<file path="config.mk">
export PLATFORM = sky130hd
export DESIGN_NAME = mem_bus_arbiter
export DESIGN_NICKNAME = d
export VERILOG_FILES = /design/src/rtl/mem_bus_arbiter_pkg.sv /design/src/rtl/mem_arb_pick.sv /design/src/rtl/mem_bus_arbiter.sv
export SDC_FILE = /design/constraint.sdc
export NUM_CORES = 1
export LEC_CHECK = 0
export BUFFER_PORTS_ARGS = -buffer_cell sky130_fd_sc_hd__buf_2
export CAP_MARGIN = 25
export CORE_AREA = 2 2 106 108
export DETAILED_ROUTE_END_ITERATION = 10
export DIE_AREA = 0 0 108 110
export HOLD_SLACK_MARGIN = 0.05
export SYNTH_ARGS = -nofsm -noshare
export SYNTH_HDL_FRONTEND = slang
export SYNTH_SLANG_ARGS = --single-unit
</file>
<file path="constraint.sdc">
create_clock -name clk -period 1.8 [get_ports clk]
set_input_delay 0 -clock clk [delete_from_list [all_inputs] [get_ports clk]]
set_output_delay 0 -clock clk [all_outputs]
set_load 0.1 [all_outputs]
</file>
<file path="src/rtl/mem_bus_arbiter_pkg.sv">
// mem_bus_arbiter_pkg: shared FSM/owner encodings for the memory port arbiter
package mem_bus_arbiter_pkg;
  localparam logic [1:0] S_IDLE  = 2'd0;
  localparam logic [1:0] S_BURST = 2'd1;
  localparam logic [1:0] S_DONE  = 2'd2;
  localparam logic [1:0] O_NONE  = 2'd0;
  localparam logic [1:0] O_IC    = 2'd1;
  localparam logic [1:0] O_DC    = 2'd2;
  localparam int WORD_BYTES = 4;
endpackage

</file>
<file path="src/rtl/mem_arb_pick.sv">
// mem_arb_pick: Dcache-priority pick with a saturating starvation override for Icache
module mem_arb_pick #(
  parameter int STARVE_LIMIT = 3
) (
  input  logic clk,
  input  logic rst_n,
  input  logic ic_req,
  input  logic dc_req,
  input  logic arb_en,
  output logic pick_ic,
  output logic pick_dc
);
  localparam int SW = $clog2(STARVE_LIMIT + 1);
  logic [SW-1:0] starve;
  logic starved;
  assign starved = starve == SW'(STARVE_LIMIT);
  assign pick_ic = arb_en && ic_req && (!dc_req || starved);
  assign pick_dc = arb_en && dc_req && !pick_ic;
  always_ff @(posedge clk or negedge rst_n)
    if (!rst_n) starve <= '0;
    else if (pick_ic) starve <= '0;
    else if (pick_dc && ic_req && !starved) starve <= starve + 1'b1;
endmodule

</file>
<file path="src/rtl/mem_bus_arbiter.sv">
// mem_bus_arbiter: shares one memory port between Icache refill and Dcache refill/writeback bursts
module mem_bus_arbiter
  import mem_bus_arbiter_pkg::*;
#(
  parameter int LINE_WORDS   = 4,
  parameter int STARVE_LIMIT = 3,
  parameter int ADDR_W       = 32,
  parameter int DATA_W       = 32
) (
  input  logic              clk,
  input  logic              rst_n,
  input  logic              ic_req_i,
  input  logic [ADDR_W-1:0] ic_addr_i,
  output logic              ic_gnt_o,
  output logic              ic_rvalid_o,
  output logic [DATA_W-1:0] ic_rdata_o,
  output logic              ic_done_o,
  input  logic              dc_req_i,
  input  logic              dc_we_i,
  input  logic [ADDR_W-1:0] dc_addr_i,
  input  logic [DATA_W-1:0] dc_wdata_i,
  output logic              dc_gnt_o,
  output logic              dc_rvalid_o,
  output logic [DATA_W-1:0] dc_rdata_o,
  output logic              dc_wready_o,
  output logic              dc_done_o,
  output logic              mem_req_o,
  output logic              mem_we_o,
  output logic [ADDR_W-1:0] mem_addr_o,
  output logic [DATA_W-1:0] mem_wdata_o,
  input  logic              mem_ready_i,
  input  logic [DATA_W-1:0] mem_rdata_i
);
  localparam int BW = $clog2(LINE_WORDS);
  logic [1:0] state, owner;
  logic [BW-1:0] beat;
  logic [ADDR_W-1:0] base;
  logic we, pick_ic, pick_dc, burst, fire, last;
  // gating arb_en with rst_n keeps the combinational grants quiet while reset is held
  mem_arb_pick #(.STARVE_LIMIT(STARVE_LIMIT)) u_pick (
    .clk(clk),
    .rst_n(rst_n),
    .ic_req(ic_req_i),
    .dc_req(dc_req_i),
    .arb_en(rst_n && state == S_IDLE),
    .pick_ic(pick_ic),
    .pick_dc(pick_dc)
  );
  assign burst = state == S_BURST;
  assign fire = burst && mem_ready_i;
  assign last = beat == BW'(LINE_WORDS - 1);
  always_ff @(posedge clk or negedge rst_n)
    if (!rst_n) begin
      state <= S_IDLE;
      owner <= O_NONE;
      beat  <= '0;
      base  <= '0;
      we    <= 1'b0;
    end else if (state == S_IDLE) begin
      if (pick_ic || pick_dc) begin
        state <= S_BURST;
        owner <= pick_ic ? O_IC : O_DC;
        we    <= pick_dc && dc_we_i;
        base  <= (pick_ic ? ic_addr_i : dc_addr_i) & ~ADDR_W'(LINE_WORDS * WORD_BYTES - 1);
      end
    end else if (burst) begin
      if (fire) begin
        beat <= beat + 1'b1;
        if (last) state <= S_DONE;
      end
    end else begin
      state <= S_IDLE;
      owner <= O_NONE;
    end
  assign ic_gnt_o    = pick_ic;
  assign dc_gnt_o    = pick_dc;
  assign mem_req_o   = burst;
  assign mem_we_o    = burst && we;
  assign mem_addr_o  = burst ? base + ADDR_W'(beat) * ADDR_W'(WORD_BYTES) : '0;
  assign mem_wdata_o = mem_we_o ? dc_wdata_i : '0;
  assign ic_rvalid_o = fire && owner == O_IC;
  assign dc_rvalid_o = fire && owner == O_DC && !we;
  assign dc_wready_o = fire && we;
  assign ic_rdata_o  = ic_rvalid_o ? mem_rdata_i : '0;
  assign dc_rdata_o  = dc_rvalid_o ? mem_rdata_i : '0;
  assign ic_done_o   = state == S_DONE && owner == O_IC;
  assign dc_done_o   = state == S_DONE && owner == O_DC;
  // a burst always runs to completion; losing the owner's request mid-way is only reported
  always_ff @(posedge clk)
    if (rst_n && burst)
      assert (owner == O_IC ? ic_req_i : dc_req_i)
        else $warning("owner released its request mid-burst; burst continues");
endmodule

</file>
# [After elaboration in Yosys (flattened, before gate mapping)]
# Index checks and enable logic that the tools add are counted.
[classes] n_mux=16 reduce_logical=28 add_sub_neg=3 eq_ne=10 bitwise_logic=1
[op_table] cell="$mux W32" n=5
[op_table] cell="$add A32 B4 Y32" n=1
[op_table] cell="$mux W2" n=11
[op_table] cell="$logic_and A1 B1 Y1" n=16
[op_table] cell="$eq A2 B2 Y1 const B" n=4
[op_table] cell="$ne A3 B1 Y1 const B" n=2
[op_table] cell="$reduce_and A3 Y1" n=2
[op_table] cell="$add A2 B1 Y2 const B" n=2
[op_table] cell="$eq A2 B1 Y1 const B" n=2
[op_table] cell="$logic_not A1 Y1" n=4
[op_table] cell="$ne A2 B1 Y1 const B" n=2
[op_table] cell="$reduce_and A2 Y1" n=2
[op_table] cell="$logic_not A2 Y1" n=1
[op_table] cell="$logic_or A1 B1 Y1" n=2
[op_table] cell="$reduce_bool A2 Y1" n=1
[op_table] cell="$not A1 Y1" n=1
[totals] reg_bits=37 in_bits=134 wordCells=64

# [Longest topological paths before layout]
# Gate-level depths: netlist (run 1).
[logic_depth] depth_word=10 mapped_depth=6 depth_no_buf=4

# [By module]
# A second synthesis (run 1) with hierarchy kept.
[unflattened] cells_unflattened=282 area_unflattened_um2=2859.0
[by_module_without_submodules] mod="mem_bus_arbiter" instances=1 cells_each=271 area_per_inst_um2=2743.9
[by_module_without_submodules] mod="mem_arb_pick" instances=1 cells_each=11 area_per_inst_um2=115.1

# [Least setup slack after synthesis (run 1)]
# Ideal clock, no wire load.
[synth_timing] path_kind="register -> output" startpoint="register state[1]" endpoint="output mem_addr_o[24]" path_buffers=1 stages_incl_launch_ff=4 path_slack_ps=-655 t_arrival_ps=2455 path_cell_list="dfrtp_1 > nor2b_2 > clkbuf_1 > and2_1"
[synth_via] elab_chain_cells=2
[synth_lines] element="from (decl)" line="mem_bus_arbiter.sv:35" text="logic [1:0] state, owner;"
[synth_lines] element="from (signal assigned)" line="mem_bus_arbiter.sv:54" text="state <= S_IDLE;"
[synth_lines] element="from (signal assigned)" line="mem_bus_arbiter.sv:61" text="state <= S_BURST;"
[synth_lines] element="from (signal assigned)" line="mem_bus_arbiter.sv:69" text="if (last) state <= S_DONE;"
[synth_lines] element="$eq A2 B1 Y1" line="mem_bus_arbiter.sv:49" text="assign burst = state == S_BURST;"
[synth_lines] element="via mem_req_o" line="mem_bus_arbiter.sv:27" text="output logic mem_req_o,"
[synth_lines] element="$mux W32" line="mem_bus_arbiter.sv:79" text="assign mem_addr_o = burst ? base + ADDR_W'(beat) * ADDR_W'(WORD_BYTES) : '0;"
[synth_lines] element="to (decl)" line="mem_bus_arbiter.sv:29" text="output logic [ADDR_W-1:0] mem_addr_o,"
# The timed path passes the listed nets, and every way through them passes these cells.

# [Final worst setup path (run 1)]
[layout_timing] startpoint="register owner[0]" endpoint="output dc_rdata_o[25]"
[layout_via] elab_chain_cells=4
[layout_lines] element="from (decl)" line="mem_bus_arbiter.sv:35"
[layout_lines] element="from (signal assigned)" line="mem_bus_arbiter.sv:62" text="owner <= pick_ic ? O_IC : O_DC;"
[layout_lines] element="$eq A2 B2 Y1" line="mem_bus_arbiter.sv:82" text="assign dc_rvalid_o = fire && owner == O_DC && !we;"
[layout_lines] element="$logic_and A1 B1 Y1 (2 in series)" line="mem_bus_arbiter.sv:82"
[layout_lines] element="$mux W32" line="mem_bus_arbiter.sv:85" text="assign dc_rdata_o = dc_rvalid_o ? mem_rdata_i : '0;"
[layout_lines] element="to (decl)" line="mem_bus_arbiter.sv:24" text="output logic [DATA_W-1:0] dc_rdata_o,"
# Every way passes these cells.

==> results_dict.tcl, run 1 <==
set metrics [dict create \
    path_buf_inv 2 \
    grt_max_degree 52 \
    grt_pass1_wl_um 20770 \
    cts_tree "done" \
    fin_crit_ns 1.728 \
    maxCapViolations 0 \
    drtIter0Drc 350 \
    nets 802 \
    ys.flop_type "dfrtp_1" \
    p_leak_nw 3.179 \
    grt_pass1_vias 3848 \
    cp_top_family "simple AND/OR/NAND/NOR gates" \
    viasPerCell 4.891 \
    io_pins 271 \
    rows 38 \
    portBuffers 260 \
    fin_hold_ws_ns 0.1341 \
    synth_cells 355 \
    dieArea_mm2 0.01188 \
    wirelength_um 14270 \
    dr.pass1.iters 4 \
    setup_tns_ns 0 \
    cts.sinks 37 \
    yosysSeqAreaShare 0.3335 \
    crit_top_cell "buf_12" \
    yosysMostFrequentCell "and2_1" \
    drc 0 \
    outcome "completed" \
    start_util 0.2595 \
    area_growth_pct 147.8 \
    rsz0062_at_grt "yes" \
    wire_per_inst_um 17.68 \
    ctsHtreeMaxLevel 2 \
    place_inst 735 \
    core_area_mm2 0.01070 \
    clk-insertion-delay-late_ns 0.29 \
    drive_above_1_share 0.5285 \
    cts-buffers-inserted 5 \
    yosys-top-cells-count "and2_1, dfrtp_1, and3_1" \
    ys_async_sr_fraction 1.000 \
    slew_headroom 0.6565 \
    slew_viol_final 0 \
    finalHoldViolations 0 \
    ant_nets 0 \
    synthDistinctLibCells 32 \
    synth_area_mm2 0.002776 \
    cts_root_buf "clkbuf_8" \
    avgSynthCellArea_um2 7.821 \
    worstPathArrival_ns 1.73 \
    ys_ff_latch 37 \
    fmaxAchievable_mhz 578.7 \
    tightest_slew_ns 0.5189 \
    worstHoldPathType "primary input to async pin" \
    start_kind "flop" \
    antenna_found_initial 1 \
    synth_area_leaders "dfrtp_1, and2_1, and3_1" \
    clk_path_buf_depth 2 \
    power_density_mw_per_mm2 1829 \
    synth_edf_count 0 \
    setup_viol 0 \
    crit_type "flop to output pin" \
    crit_slowest_cell "dfrtp_1" \
    yosysTopAreaCellShare 0.3335 \
    gp_congestion 0.8021 \
    cp_cell_sequence "nand2b_1, and4bb_1, buf_12, and2_1, buf_12" \
    instances_no_fill 807 \
    dieWidth_um 108 \
    clk_pin_slew_ns 0.08 \
    grt_util_all_layers 0.2246 \
    max_stage_delay_ns 0.39 \
    fin_worst_skew_ns 0.01071 \
    critPathCaptureType "output pin" \
    grt_overflow 0 \
    post-route-period-util 0.9601 \
    yosys_warnings 0 \
    dp_hpwl_um 10300 \
    crit_required_ns 1.80 \
    crit_path_max_fanout 33 \
    fp.dieH_um 110 \
    num_vias 3947 \
    max-vdd-ir-drop_uv 1453 \
    synth_top_area_cell "dfrtp_1" \
]
timing repair:
item	4_1_cts	5_1_grt
resized for setup	3	4
endpoints found under the setup margin	86	101
hold buffers	59	0
endpoints found under the hold margin	68	0
setup buffers	1	4
flip-flops by register name, indices dropped and copies added, names as in the netlist:
register,count
we,1
base,28
owner,2
state,2
u_pick.starve,2
beat,2
report_power, final:
| group | internal (W) | switching (W) | leakage [nW] |
|---|---|---|---|
| registers | 0.00123 | 0.000218 | 0.419 |
| logic | 0.00332 | 0.00721 | 2.72 |
| clock network | 0.000303 | 0.000299 | 0.0433 |
| total | 0.00486 | 0.00772 | 3.18 |
metrics by stage:
stage	power, W	utilization	instance area, µm²	setup slack, ns
2_1_floorplan	0.008349	-	2856	-0.1061
3_3_place_gp	0.01168	0.5743	6143	0.2440
3_5_place_dp	0.01179	0.5743	6143	0.2301
4_1_cts	0.01254	0.6393	6839	0.006113
5_1_grt	0.01302	0.6432	6880	-0.004107
6_report	0.01258	0.6432	6880	0.07184
metal layers:
layer / vias to the layer above / part of all wire / GRT usage / wire (µm)
met1: 1834 / 0.34 / 0.2430 / 4884
met3: 38 / 0.095 / 0.06584 / 1359
li1: 1846 / - / - / -
met2: 229 / 0.53 / 0.4205 / 7619
met5: - / 0 / 0 / 0
met4: 0 / 0.028 / 0.07234 / 403
layout make-up:
class	count	area (µm²)
clock buffers	6	82.58
flip-flops and latches	37	928.4
multi-input cells	279	1754
repair buffers	343	3930
clock inverters	1	7.507
well taps	140	175.2
fillers	808	3817
diodes	1	2.502
final timing paths:
kind / slack [ns] / cells after the start / to / startpoint
setup / recovery: 0.07 / 5 / dc_rdata_o[25] / owner[0]
hold / removal: 0.13 / 2 / state[0] / rst_n
setup reg to reg: 0.22 / 6 / base[25] / state[1]
hold reg to reg: 0.49 / 2 / u_pick.starve[1] / u_pick.starve[1]
max in group asynchronous: 0.99 / 3 / base[14] / rst_n
min in group clk: 0.18 / 3 / owner[1] / dc_req_i
cell usage in the layout (no fill, tap or decap):
| cell type | n |
|---|---|
| dfrtp_1 | 35 |
| a21o_1 | 3 |
| and4bb_2 | 1 |
| nand2_1 | 7 |
| clkinvlp_4 | 1 |
| or2_1 | 1 |
| mux2_2 | 1 |
| nor3b_4 | 1 |
| and2_2 | 45 |
| and3_2 | 1 |
| and4bb_1 | 1 |
| clkbuf_8 | 6 |
| xnor2_1 | 1 |
| and2_1 | 47 |
| o21ai_0 | 27 |
| buf_2 | 139 |
| nand3b_1 | 1 |
| a31oi_1 | 28 |
| a22o_1 | 1 |
| nor3_1 | 1 |
| nor2_2 | 3 |
| buf_4 | 20 |
| dfrtp_2 | 2 |
| buf_6 | 1 |
| and2_4 | 4 |
| dlygate4sd3_1 | 59 |
| buf_12 | 124 |
| and3_1 | 34 |
| nor2b_4 | 1 |
| ha_1 | 2 |
| o21ai_1 | 1 |
| nor2b_2 | 1 |
| nand2b_1 | 4 |
| nand4bb_1 | 1 |
| nand3_1 | 29 |
| a21oi_1 | 29 |
| nor2_4 | 1 |
| diode_2 | 1 |
| conb_1 | 2 |
logic make-up (layout without fill, tap and decap cells):
logic type / count (synthesis) / after routing / synth area share
AO/OA/AOI/OAI: 89 / 89 / 0.1771
XOR/XNOR: 1 / 1 / 0.003155
adder cells (fa/ha/maj): 2 / 2 / 0.009012
buffers and inverters: 40 / 350 / 0.07075
flip-flops: 37 / 37 / 0.3335
multiplexers: 1 / 1 / 0.004056
other: 1 / 3 / 0.001351
AND/OR/NAND/NOR: 184 / 184 / 0.4011
(Power assumes the default switching activity.)
==> inputs of run 2 (changes only) <==
--- a/config.mk
+++ b/config.mk
@@ -7,9 +7,9 @@
 export LEC_CHECK = 0
 export BUFFER_PORTS_ARGS = -buffer_cell sky130_fd_sc_hd__buf_2
 export CAP_MARGIN = 25
-export CORE_AREA = 2 2 106 108
+export CORE_AREA = 3 3 104 106
 export DETAILED_ROUTE_END_ITERATION = 10
-export DIE_AREA = 0 0 108 110
+export DIE_AREA = 0 0 107 109
 export HOLD_SLACK_MARGIN = 0.05
 export SYNTH_ARGS = -nofsm -noshare
 export SYNTH_HDL_FRONTEND = slang
==> run 2 against run 1 <==
  * Clock skew decreased by 0.00054 ns
  * Total power rose by 7.6%
  * Routed wire length is 14% higher
  * Fmax fell by 1.1%
  * Utilization up 7.9 points
  * Worst hold slack got worse by 0.0022 ns
  * Final cell count fell by 0.37%
  * Via count is 3.6% higher
  * Global-route usage up 3.5 points
  * Critical endpoint is now dc_rdata_o[26]
  * Largest cell class unchanged
  * Highest routed layer unchanged
==> results_dict.tcl, run 2 (synthesis gave the netlist of run 1 again) <==
set metrics [dict create \
    cts.sinks 37 \
    max_stage_delay_ns 0.41 \
    grt_pass1_vias 4145 \
    register_area_um2 928.4 \
    slew_headroom 0.6470 \
    p_clk_frac 0.054 \
    worstHoldPathType "primary input to async pin" \
    rows 36 \
    nets 804 \
    instances_no_fill 804 \
    place_inst 729 \
    antenna_found_initial 2 \
    grt_pass1_wl_um 23460 \
    grt_max_degree 51 \
    grt_use_met1 0.2873 \
    clk_path_buf_depth 2 \
    io_pins 271 \
    crit_slowest_cell "dfrtp_1" \
    dieArea_mm2 0.01166 \
    top_register "base" \
    ff2ff_setup_slack_ns 0.19 \
    setup_viol 0 \
    cts_tree "done" \
    crit_required_ns 1.80 \
    cp_cell_sequence "nand2b_4, and4bb_4, clkbuf_16, and2_1, buf_12" \
    max-vdd-ir-drop_uv 1126 \
    multi_input_area_mm2 0.001758 \
    clk_pin_slew_ns 0.08 \
    drive_above_1_share 0.5277 \
    worstPathArrival_ns 1.75 \
    p_sw_w 0.007964 \
    reg2reg_depth 5 \
    drtIter0Drc 361 \
    outcome "completed" \
    ant_nets 0 \
    final_cell_mix "buf_12, buf_2, dlygate4sd3_1" \
    num_vias 4088 \
    grt_util_met2 0.5004 \
    r2r-start "state[1]" \
    fp.dieH_um 109 \
    ctsHtreeMaxLevel 2 \
    use_met3 0.05625 \
    portBuffers 260 \
    n_fill_cell 631 \
    p_leak_nw 3.259 \
    seqPwrFrac 0.108 \
    crit_cells 5 \
    cts-buffers-inserted 5 \
    fmaxAchievable_mhz 572.1 \
    cp_top_family "simple AND/OR/NAND/NOR gates" \
    viasPerCell 5.085 \
    layout.cells.most_common "buf_12" \
    largest_reg_flops 28 \
    dieWidth_um 107 \
    area_growth_pct 156.6 \
    intPower_w 0.005569 \
    finalHoldViolations 0 \
    maxCapViolations 0 \
    critPathCaptureType "output pin" \
    wire_per_inst_um 20.17 \
    clk-insertion-delay-late_ns 0.29 \
    gp_congestion 0.8060 \
    combPwrFrac 0.838 \
    core_area_mm2 0.009864 \
    start_util 0.2815 \
    dp_hpwl_um 11660 \
    power_density_mw_per_mm2 1900 \
    drc 0 \
    dr.pass1.iters 6 \
    crit_path_max_fanout 16 \
    crit_type "flop to output pin" \
    path_buf_inv 2 \
    grt_overflow 0 \
    cts_root_buf "clkbuf_8" \
    crit_path_start "owner[0]" \
    slew_viol_final 0 \
    post-route-period-util 0.9711 \
    tightest_slew_ns 0.5331 \
    p_sw_frac 0.5885 \
    grt_util_all_layers 0.2598 \
    wirelength_um 16220 \
    fin_crit_ns 1.748 \
    fin_hold_ws_ns 0.1319 \
    start_kind "flop" \
    grt_busiest_layer "met2" \
    fin_worst_skew_ns 0.01017 \
    total_power_w 0.01353 \
]
==> run 2: changes by cell type in the layout (fill, tap and decap cells not counted), sizes merged <==
| cell | previous run | this run |
|---|---|---|
| clkbuf | 6 | 8 |
| diode | 1 | 2 |
| clkinvlp | 1 | 0 |
| clkinv | 0 | 1 |
| bufinv | 0 | 1 |
==> run 2: layout make-up <==
type	instances	area share
repair buffers	345	0.5832
multi-input cells	279	0.2468
flip-flops and latches	37	0.1303
well taps	133	0.02336
clock buffers	6	0.01019
clock inverters	2	0.005445
diodes	2	0.0007026
==> run 2: worst paths after layout <==
| kind | to |
|---|---|
| worst max-delay path | dc_rdata_o[26] |
| worst min-delay path | owner[1] |
| worst max register to register | base[4] |
| worst min register to register | u_pick.starve[1] |
| max in group asynchronous | base[15] |
| min in group clk | owner[1] |
==> run 2: layer usage <==
metal,part of all wire,routed length (µm)
met5,0,0
met4,0.027,442
met3,0.078,1266
met2,0.54,8824
met1,0.35,5683
==> run 2: power groups by stage <==
stage	registers, W	clock network (W)	logic (W)
after floorplan	0.00140	0	0.00695
after global placement	0.00145	0	0.0109
after detailed placement	0.00147	0	0.0110
after CTS	0.00144	0.000739	0.0112
after global routing	0.00151	0.000783	0.0117
final	0.00146	0.000735	0.0113
==> run 2: repair_timing <==
action,4_1_cts,5_1_grt
gates resized for setup,3,4
pin swaps,0,1
hold endpoints to repair,68,1
setup buffers,3,2
endpoints found under the setup margin,64,64
gates cloned,0,1
hold buffers,58,1
==> run 2: stage by stage <==
stage	setup slack, ns	TNS (ns)	instance area, µm²	utilization
detailed placement	0.2359	0	6322	0.6409
finish	0.05197	0	7123	0.7221
floorplan	-0.1061	-0.9550	2856	-
global route	-0.004652	-0.01857	7123	0.7221
CTS	0.006088	0	7054	0.7151
global placement	0.2497	0	6322	0.6409
